**src/rtl/cpu_defs.sv**
```systemverilog
// cpu_defs: shared fetch address map and PC defaults for CP0 and next-PC logic
package cpu_defs;
    localparam int unsigned WIDTH_D = 32;
    localparam logic [31:0] RESET_VEC_D = 32'h0000_3000;
    localparam logic [31:0] EXC_VEC_D = 32'h0000_4180;
    localparam int unsigned STEP_D = 4;
    localparam logic [31:0] IMEM_LO_D = 32'h0000_3000;
    localparam logic [31:0] IMEM_HI_D = 32'h0000_6FFC;
endpackage

```
**src/rtl/pc_pend_buf.sv**
```systemverilog
// pc_pend_buf: one-deep buffer holding a redirect that arrived while fetch was stalled
import cpu_defs::*;
module pc_pend_buf #(
    parameter int unsigned WIDTH = WIDTH_D
) (
    input  logic             clk,
    input  logic             reset,
    input  logic             flush,
    input  logic             capture,
    input  logic             consume,
    input  logic [WIDTH-1:0] target,
    output logic             pend_valid,
    output logic [WIDTH-1:0] pend_target
);
    always_ff @(posedge clk) begin
        if (!reset) begin
            pend_valid <= 1'b0;
            pend_target <= '0;
        end else if (flush) begin
            pend_valid <= 1'b0;
        end else if (capture) begin
            pend_valid <= 1'b1;
            pend_target <= target;
        end else if (consume) begin
            pend_valid <= 1'b0;
        end
    end
endmodule

```
**src/rtl/pc_gen.sv**
```systemverilog
// pc_gen: fetch-stage PC register with prioritised next-PC select and fetch address fault flag
import cpu_defs::*;
module pc_gen #(
    parameter int unsigned      WIDTH     = WIDTH_D,
    parameter logic [WIDTH-1:0] RESET_VEC = WIDTH'(RESET_VEC_D),
    parameter logic [WIDTH-1:0] EXC_VEC   = WIDTH'(EXC_VEC_D),
    parameter int unsigned      STEP      = STEP_D,
    parameter logic [WIDTH-1:0] IMEM_LO   = WIDTH'(IMEM_LO_D),
    parameter logic [WIDTH-1:0] IMEM_HI   = WIDTH'(IMEM_HI_D)
) (
    input  logic             clk,
    input  logic             reset,
    input  logic             stall,
    input  logic             req,
    input  logic             eret,
    input  logic [WIDTH-1:0] epc,
    input  logic             redir_valid,
    input  logic [WIDTH-1:0] redir_target,
    output logic [WIDTH-1:0] pc,
    output logic             pend_valid,
    output logic             adel
);
    logic [WIDTH-1:0] pend_target;
    logic [WIDTH-1:0] pc_next;

    // any unstalled edge either uses or supersedes the buffered redirect
    pc_pend_buf #(.WIDTH(WIDTH)) u_pend (
        .clk(clk),
        .reset(reset),
        .flush(req | eret),
        .capture(stall & redir_valid),
        .consume(~stall),
        .target(redir_target),
        .pend_valid(pend_valid),
        .pend_target(pend_target)
    );

    always_comb begin
        pc_next = req ? EXC_VEC :
                  eret ? epc :
                  stall ? pc :
                  redir_valid ? redir_target :
                  pend_valid ? pend_target : pc + WIDTH'(STEP);
        adel = (pc[1:0] != 2'b00) || (pc < IMEM_LO) || (pc > IMEM_HI);
    end

    always_ff @(posedge clk) begin
        if (!reset) pc <= RESET_VEC;
        else pc <= pc_next;
    end
endmodule

```
**config.mk**
```make
export PLATFORM = sky130hd
export DESIGN_NAME = pc_gen
export DESIGN_NICKNAME = d
export VERILOG_FILES = /design/src/rtl/cpu_defs.sv /design/src/rtl/pc_pend_buf.sv /design/src/rtl/pc_gen.sv
export SDC_FILE = /design/constraint.sdc
export NUM_CORES = 1
export LEC_CHECK = 0
export CORE_MARGIN = 3
export CORE_UTILIZATION = 50
export CTS_BUF_LIST = sky130_fd_sc_hd__clkbuf_4 sky130_fd_sc_hd__clkbuf_8 sky130_fd_sc_hd__clkbuf_16
export DETAILED_ROUTE_END_ITERATION = 6
export PLACE_DENSITY = 0.81
export SYNTH_ARGS = -nofsm -noshare
export SYNTH_HDL_FRONTEND = slang
export SYNTH_SLANG_ARGS = --single-unit
```
**constraint.sdc**
```tcl
create_clock -name clk -period 1.85 [get_ports clk]
set_input_delay 0.4625 -clock clk [delete_from_list [all_inputs] [get_ports clk]]
set_output_delay 0.4625 -clock clk [all_outputs]
set_load 0.01 [all_outputs]
```
**Word level (Yosys, flattened, before mapping)**

Cells that the tools add are included.

- Add/subtract/negate cells: 1
- Order comparisons: 2
- Eq/ne operators: 3
- Multiplexer cells: 7
- Bitwise operators: 4
- Reduce and logical (&&, ||, !) cells: 6

Operators by type and width:

| cell | number |
|---|---|
| $mux W32 | 4 |
| $add A32 B3 Y32 const B | 1 |
| $gt A32 B15 Y1 const B | 1 |
| $lt A32 B14 Y1 const B | 1 |
| $mux W15 | 1 |
| $ne A2 B1 Y1 const B | 2 |
| $reduce_or A2 Y1 | 2 |
| $ne A3 B1 Y1 const B | 1 |
| $logic_or A1 B1 Y1 | 2 |
| $mux W1 | 2 |
| $not A1 Y1 | 2 |
| $reduce_and A2 Y1 | 1 |
| $reduce_bool A2 Y1 | 1 |
| $and A1 B1 Y1 | 1 |
| $or A1 B1 Y1 | 1 |

- Register bits: 65
- Input port bits: 70
- Output and inout port bits: 34
- Word-level logic and storage cells: 27

**Logic depth before layout (Yosys ltp)**

- Depth after elaboration: 6
- Gate-level depth with buffers: 7
- Depth with buffers taken out: 6

**Cells and area by module**

From an unflattened synthesis, not the netlist that was laid out.

- Cell total of the unflattened synthesis: 529
- Area, all modules: 4120.2 µm²

Modules (own cells, without submodules):

| module | instances | cells an instance | area each (µm²) | sequential area each (µm²) |
|---|---|---|---|---|
| pc_gen | 1 | 385 | 2757.6 | 640.6 |
| pc_pend_buf | 1 | 144 | 1362.6 | 660.6 |

**Worst setup path before layout**

OpenSTA, ideal clock, no wires.

- Path type: reg-to-reg
- From: register pc[13]
- To: register pc[23]
- Library setup time: 0.067 ns
- Data arrival time: 1.710 ns
- Required time: 1.783 ns
- Setup slack: 0.073 ns
- Stages on the path, launching flop included: 7
- Buffers on the path: 1
- Period minus slack after synthesis: 1.777 ns
- Path through: dfxtp_1 buf_2 and4_4 nand3_4 or4_1 a31o_1 a21oi_2

- Word-level cells in the longest chain between the ends: 5

RTL lines:

| item | line | RTL |
|---|---|---|
| start: declaration | pc_gen.sv:19 | `output logic [WIDTH-1:0] pc,` |
| start signal: assignment | pc_gen.sv:49 | `else pc <= pc_next;` |
| $add A32 B3 Y32 | pc_gen.sv:43 | `pend_valid ? pend_target : pc + WIDTH'(STEP);` |
| $mux W32 | pc_gen.sv:43 |  |
| $mux W32 | pc_gen.sv:42 | `redir_valid ? redir_target :` |
| $mux W32 | pc_gen.sv:41 | `stall ? pc :` |
| $mux W32 | pc_gen.sv:40 | `eret ? epc :` |

Every way passes these cells. The select of a mux whose other input is x is not followed.
A chain may end at the register's enable or synchronous reset.

**Worst setup path after layout**

- From: register pc[15]
- To: output adel

- Word-level cells in the longest chain between the ends: 3
- Elaborated cells on any way between the ends: 4
- Those cells by class: 2 x order compare; 2 x reduce/logical

RTL lines:

| item | line | RTL |
|---|---|---|
| $lt A32 B14 Y1 | pc_gen.sv:44 | `adel = (pc[1:0] != 2'b00) \|\| (pc < IMEM_LO) \|\| (pc > IMEM_HI);` |
| $logic_or A1 B1 Y1 | pc_gen.sv:44 |  |
| $logic_or A1 B1 Y1 (*) | pc_gen.sv:44 |  |
| end: declaration | pc_gen.sv:21 | `output logic adel` |

Every way passes the cells marked *; elsewhere a longest branch is shown, timed or not.

==> reports/results.ini <==
[status]
outcome = complete, but fails checks
failing_checks = negative setup slack

[clock_network]
cts-root-buf = clkbuf_8
post_cts_hold_buffer_count = 0
cts_buffer_depth = 2
tritoncts_clock_tree = built
cts_made_buffers = 9
cts.clk_slew.worst_paths_ns = 0.08
clk-insertion-delay-late_ns = 0.34
count_of_clock_tree_sinks = 65
cts_htree_levels = 3

[yosys]
synth_edf_count = 0
ys_dominant_reg_cell = dfxtp_1
yosys_warnings = 0
synth_fp_nets = 634
syn-mean-instance-area_sq_um = 7.267
ys_seq_elements = 65
syn_inst = 563
synth_top_cell_area_share = 0.3180
post_synth_num_cell_types = 61
synth_seq_area_share = 0.3180
synthArstFlopShare = 0
post_synth_instance_area_sq_um = 4091
post_synth_main_area_contributors = dfxtp_1, nand2_1, a21oi_1
synth_top_area_cell = dfxtp_1

[setup_path]
timing.critical_path.buf_inv = 1
critical_path_peak_fanout = 2
worst-r2r-setup-slack_ns = 0.01
worstPathArrival_ns = 1.63
timing.setup.critical_path_class = flip-flop to primary output
cp_max_stage_delay_ns = 0.34
cell_family_with_most_cp_delay = simple AND/OR/NAND/NOR gates
worstSetupEndpointType = primary output
worstPathRequired_ns = 1.39
timing.critical_path.from_type = flip-flop
critical-path-slowest-cell = dfxtp_2
crit_path_cell_trace = nor4_4 > nand2_1 > nor4_2 > nand4_1 > buf_2

[drt]
drt-wirelength-per-cell_um = 19.01
first_iteration_detailed_routing_drc_count = 406
wl_mm = 15.76
antenna_left = 0
route.vias.total = 4957
drt-pass1-iter-count = 7
routed_via_density = 5.979
drcViolationCount = 0

[power_and_ir_drop]
p_leak_nw = 2.561
ir_drop_mv = 0.4861
power.density_nw_per_um2 = 626.6

[global_routing]
global_route_wire_length_before_repair_mm = 23.36
grt_antenna_before_repair = 0
grt_use_total = 0.3295
grt_remaining_overflow = 0
grt_max_degree = 53
number_of_global_route_vias_before_repair = 4407

[hold_path]
hp-class = flip-flop to flip-flop

[timing]
final_period_minus_worst_setup_slack_ns = 2.091
hold_viol = 0
setup_repair_after_global_routing_missed_its_margin = yes
timing.final.max_slew_violations = 0
hold-worst-slack_ns = 0.4501
fmax_mhz = 478.2
report.final.setup_viol = 1
fin_tns_setup_ns = -0.2410
worst_slack_ns = -0.2410
post-route-period-util = 1.130
timing.max_slew.rel_slack = 0.6552
fin_worst_skew_ns = 0.007152
tightestPinTransition_ns = 0.5118

[cells_and_area]
area_delta_synth_final_pct = 49.94
post_route_cells_drive_above_1_share = 0.2008
seq_area_sq_um = 1333
fillerInstances = 608
final_nets = 793
final_area_sq_um = 6135
antenna_cells_inserted = 0
multi_input_comb_area_sq_um = 2649

[floorplanning]
design.portCount = 104
placement_rows = 32
floorplan.initialDensity = 0.5214
core_footprint_sq_um = 7848
die_height_um = 96.46
dieWidth_um = 96.46
die_area_sq_um = 9305

[flow_run]
max_cap_viol_count = 0

[placed_design]
gp_congestion = 0.9674
buffer_ports.inserted = 103
placement.cell_area_sq_um = 5731
post-dp-hpwl_mm = 11.51

per-layer routing:
metal  share of wire  track usage
met5               0            0
met4           0.017      0.08178
met3            0.11      0.07359
met2            0.44       0.4902
met1            0.43       0.4816
cell families (layout without fill, tap and decap cells):
kind of cell	after synthesis	after routing	synth area share
AND/OR/NAND/NOR	243	243	0.2966
AO/OA/AOI/OAI	165	165	0.2523
flip-flops	65	65	0.3180
buffers and inverters	55	219	0.05321
XOR/XNOR	21	21	0.04495
multiplexers	13	13	0.03180
adder cells (fa/ha/maj)	1	1	0.003058
synth_stat cells, types with 13 or more instances:
| cell type | count |
|---|---|
| a21oi_1 | 44 |
| a31oi_1 | 15 |
| dfxtp_1 | 65 |
| a21boi_1 | 25 |
| nand2_1 | 115 |
| nor2_1 | 24 |
| o21ai_0 | 34 |
| clkbuf_1 | 35 |
| nand3_1 | 22 |
| mux2i_1 | 13 |
flip-flops by register name (all words and copies together) (netlist names), named ones only:
name and cells:
pc 30, u_pend.pend_valid 1, u_pend.pend_target 32
area by class of cell:
| class | count | share of cell area |
|---|---|---|
| Clock buffer | 10 | 0.02142 |
| Tap cell | 102 | 0.02080 |
| Inverter | 10 | 0.006119 |
| Timing Repair Buffer | 193 | 0.2839 |
| Sequential cell | 65 | 0.2172 |
| Clock inverter | 6 | 0.01876 |
| Multi-Input combinational cell | 443 | 0.4318 |
worst paths after layout:
| check | from | end | cells after the start |
|---|---|---|---|
| hold reg to reg | u_pend.pend_target[11] | u_pend.pend_target[11] | 2 |
| setup reg to reg | pc[15] | pc[19] | 8 |
| hold / removal | u_pend.pend_target[11] | u_pend.pend_target[11] | 2 |
| setup / recovery | pc[15] | adel | 5 |
worst reg2reg max path, delay by kind of cell, from the launching register on:
family | cells | cell delay, ns
AOI/OAI and AO/OA | 3 | 0.66
and+or+nand+nor | 2 | 0.32
DFF | 1 | 0.36
buffers and inverters | 3 | 0.39
timing repair:
action,CTS,global route
endpoints found under the setup margin,15,64
setup buffers,0,4
gates resized for setup,38,31
pin swaps,2,7
cloned,0,0
through the flow:
step	setup WS (ns)	utilization	total power [mW]	std cells
floorplan	0.07280	-	1.853	563
global route	-0.3241	0.7817	3.948	829
finish	-0.2410	0.7817	3.844	829
detailed placement	-0.3619	0.7302	2.313	810
CTS	-0.2340	0.7655	3.809	825
global placement	-0.2886	0.7302	2.302	810
placed cells by master (no fill, tap or decap), drive strengths merged, types with 4 or more instances in the layout:
cell             n
clkdlybuf4s50   73
nand3           23
o21ai           36
clkbuf          10
dlymetal6s2s    17
nor2b            6
a21oi           45
o31ai            4
nand3b           9
o22ai            8
buf             92
nand2          115
dfxtp           65
dlygate4sd2     11
mux2i           13
and2            11
nor2            24
inv             11
nor3            11
xor2            10
nor4            13
nand2b           4
and4             4
a21boi          33
a31oi           15
nand4            9
xnor2           11
power breakdown:
part,switching [mW],total [mW],internal (mW),leakage (nW)
Combinational,0.392,0.808,0.416,1.90
Clock,0.617,1.54,0.918,0.121
Sequential,0.0492,1.50,1.45,0.537
Note: power is estimated with default switching activity, not from simulation.
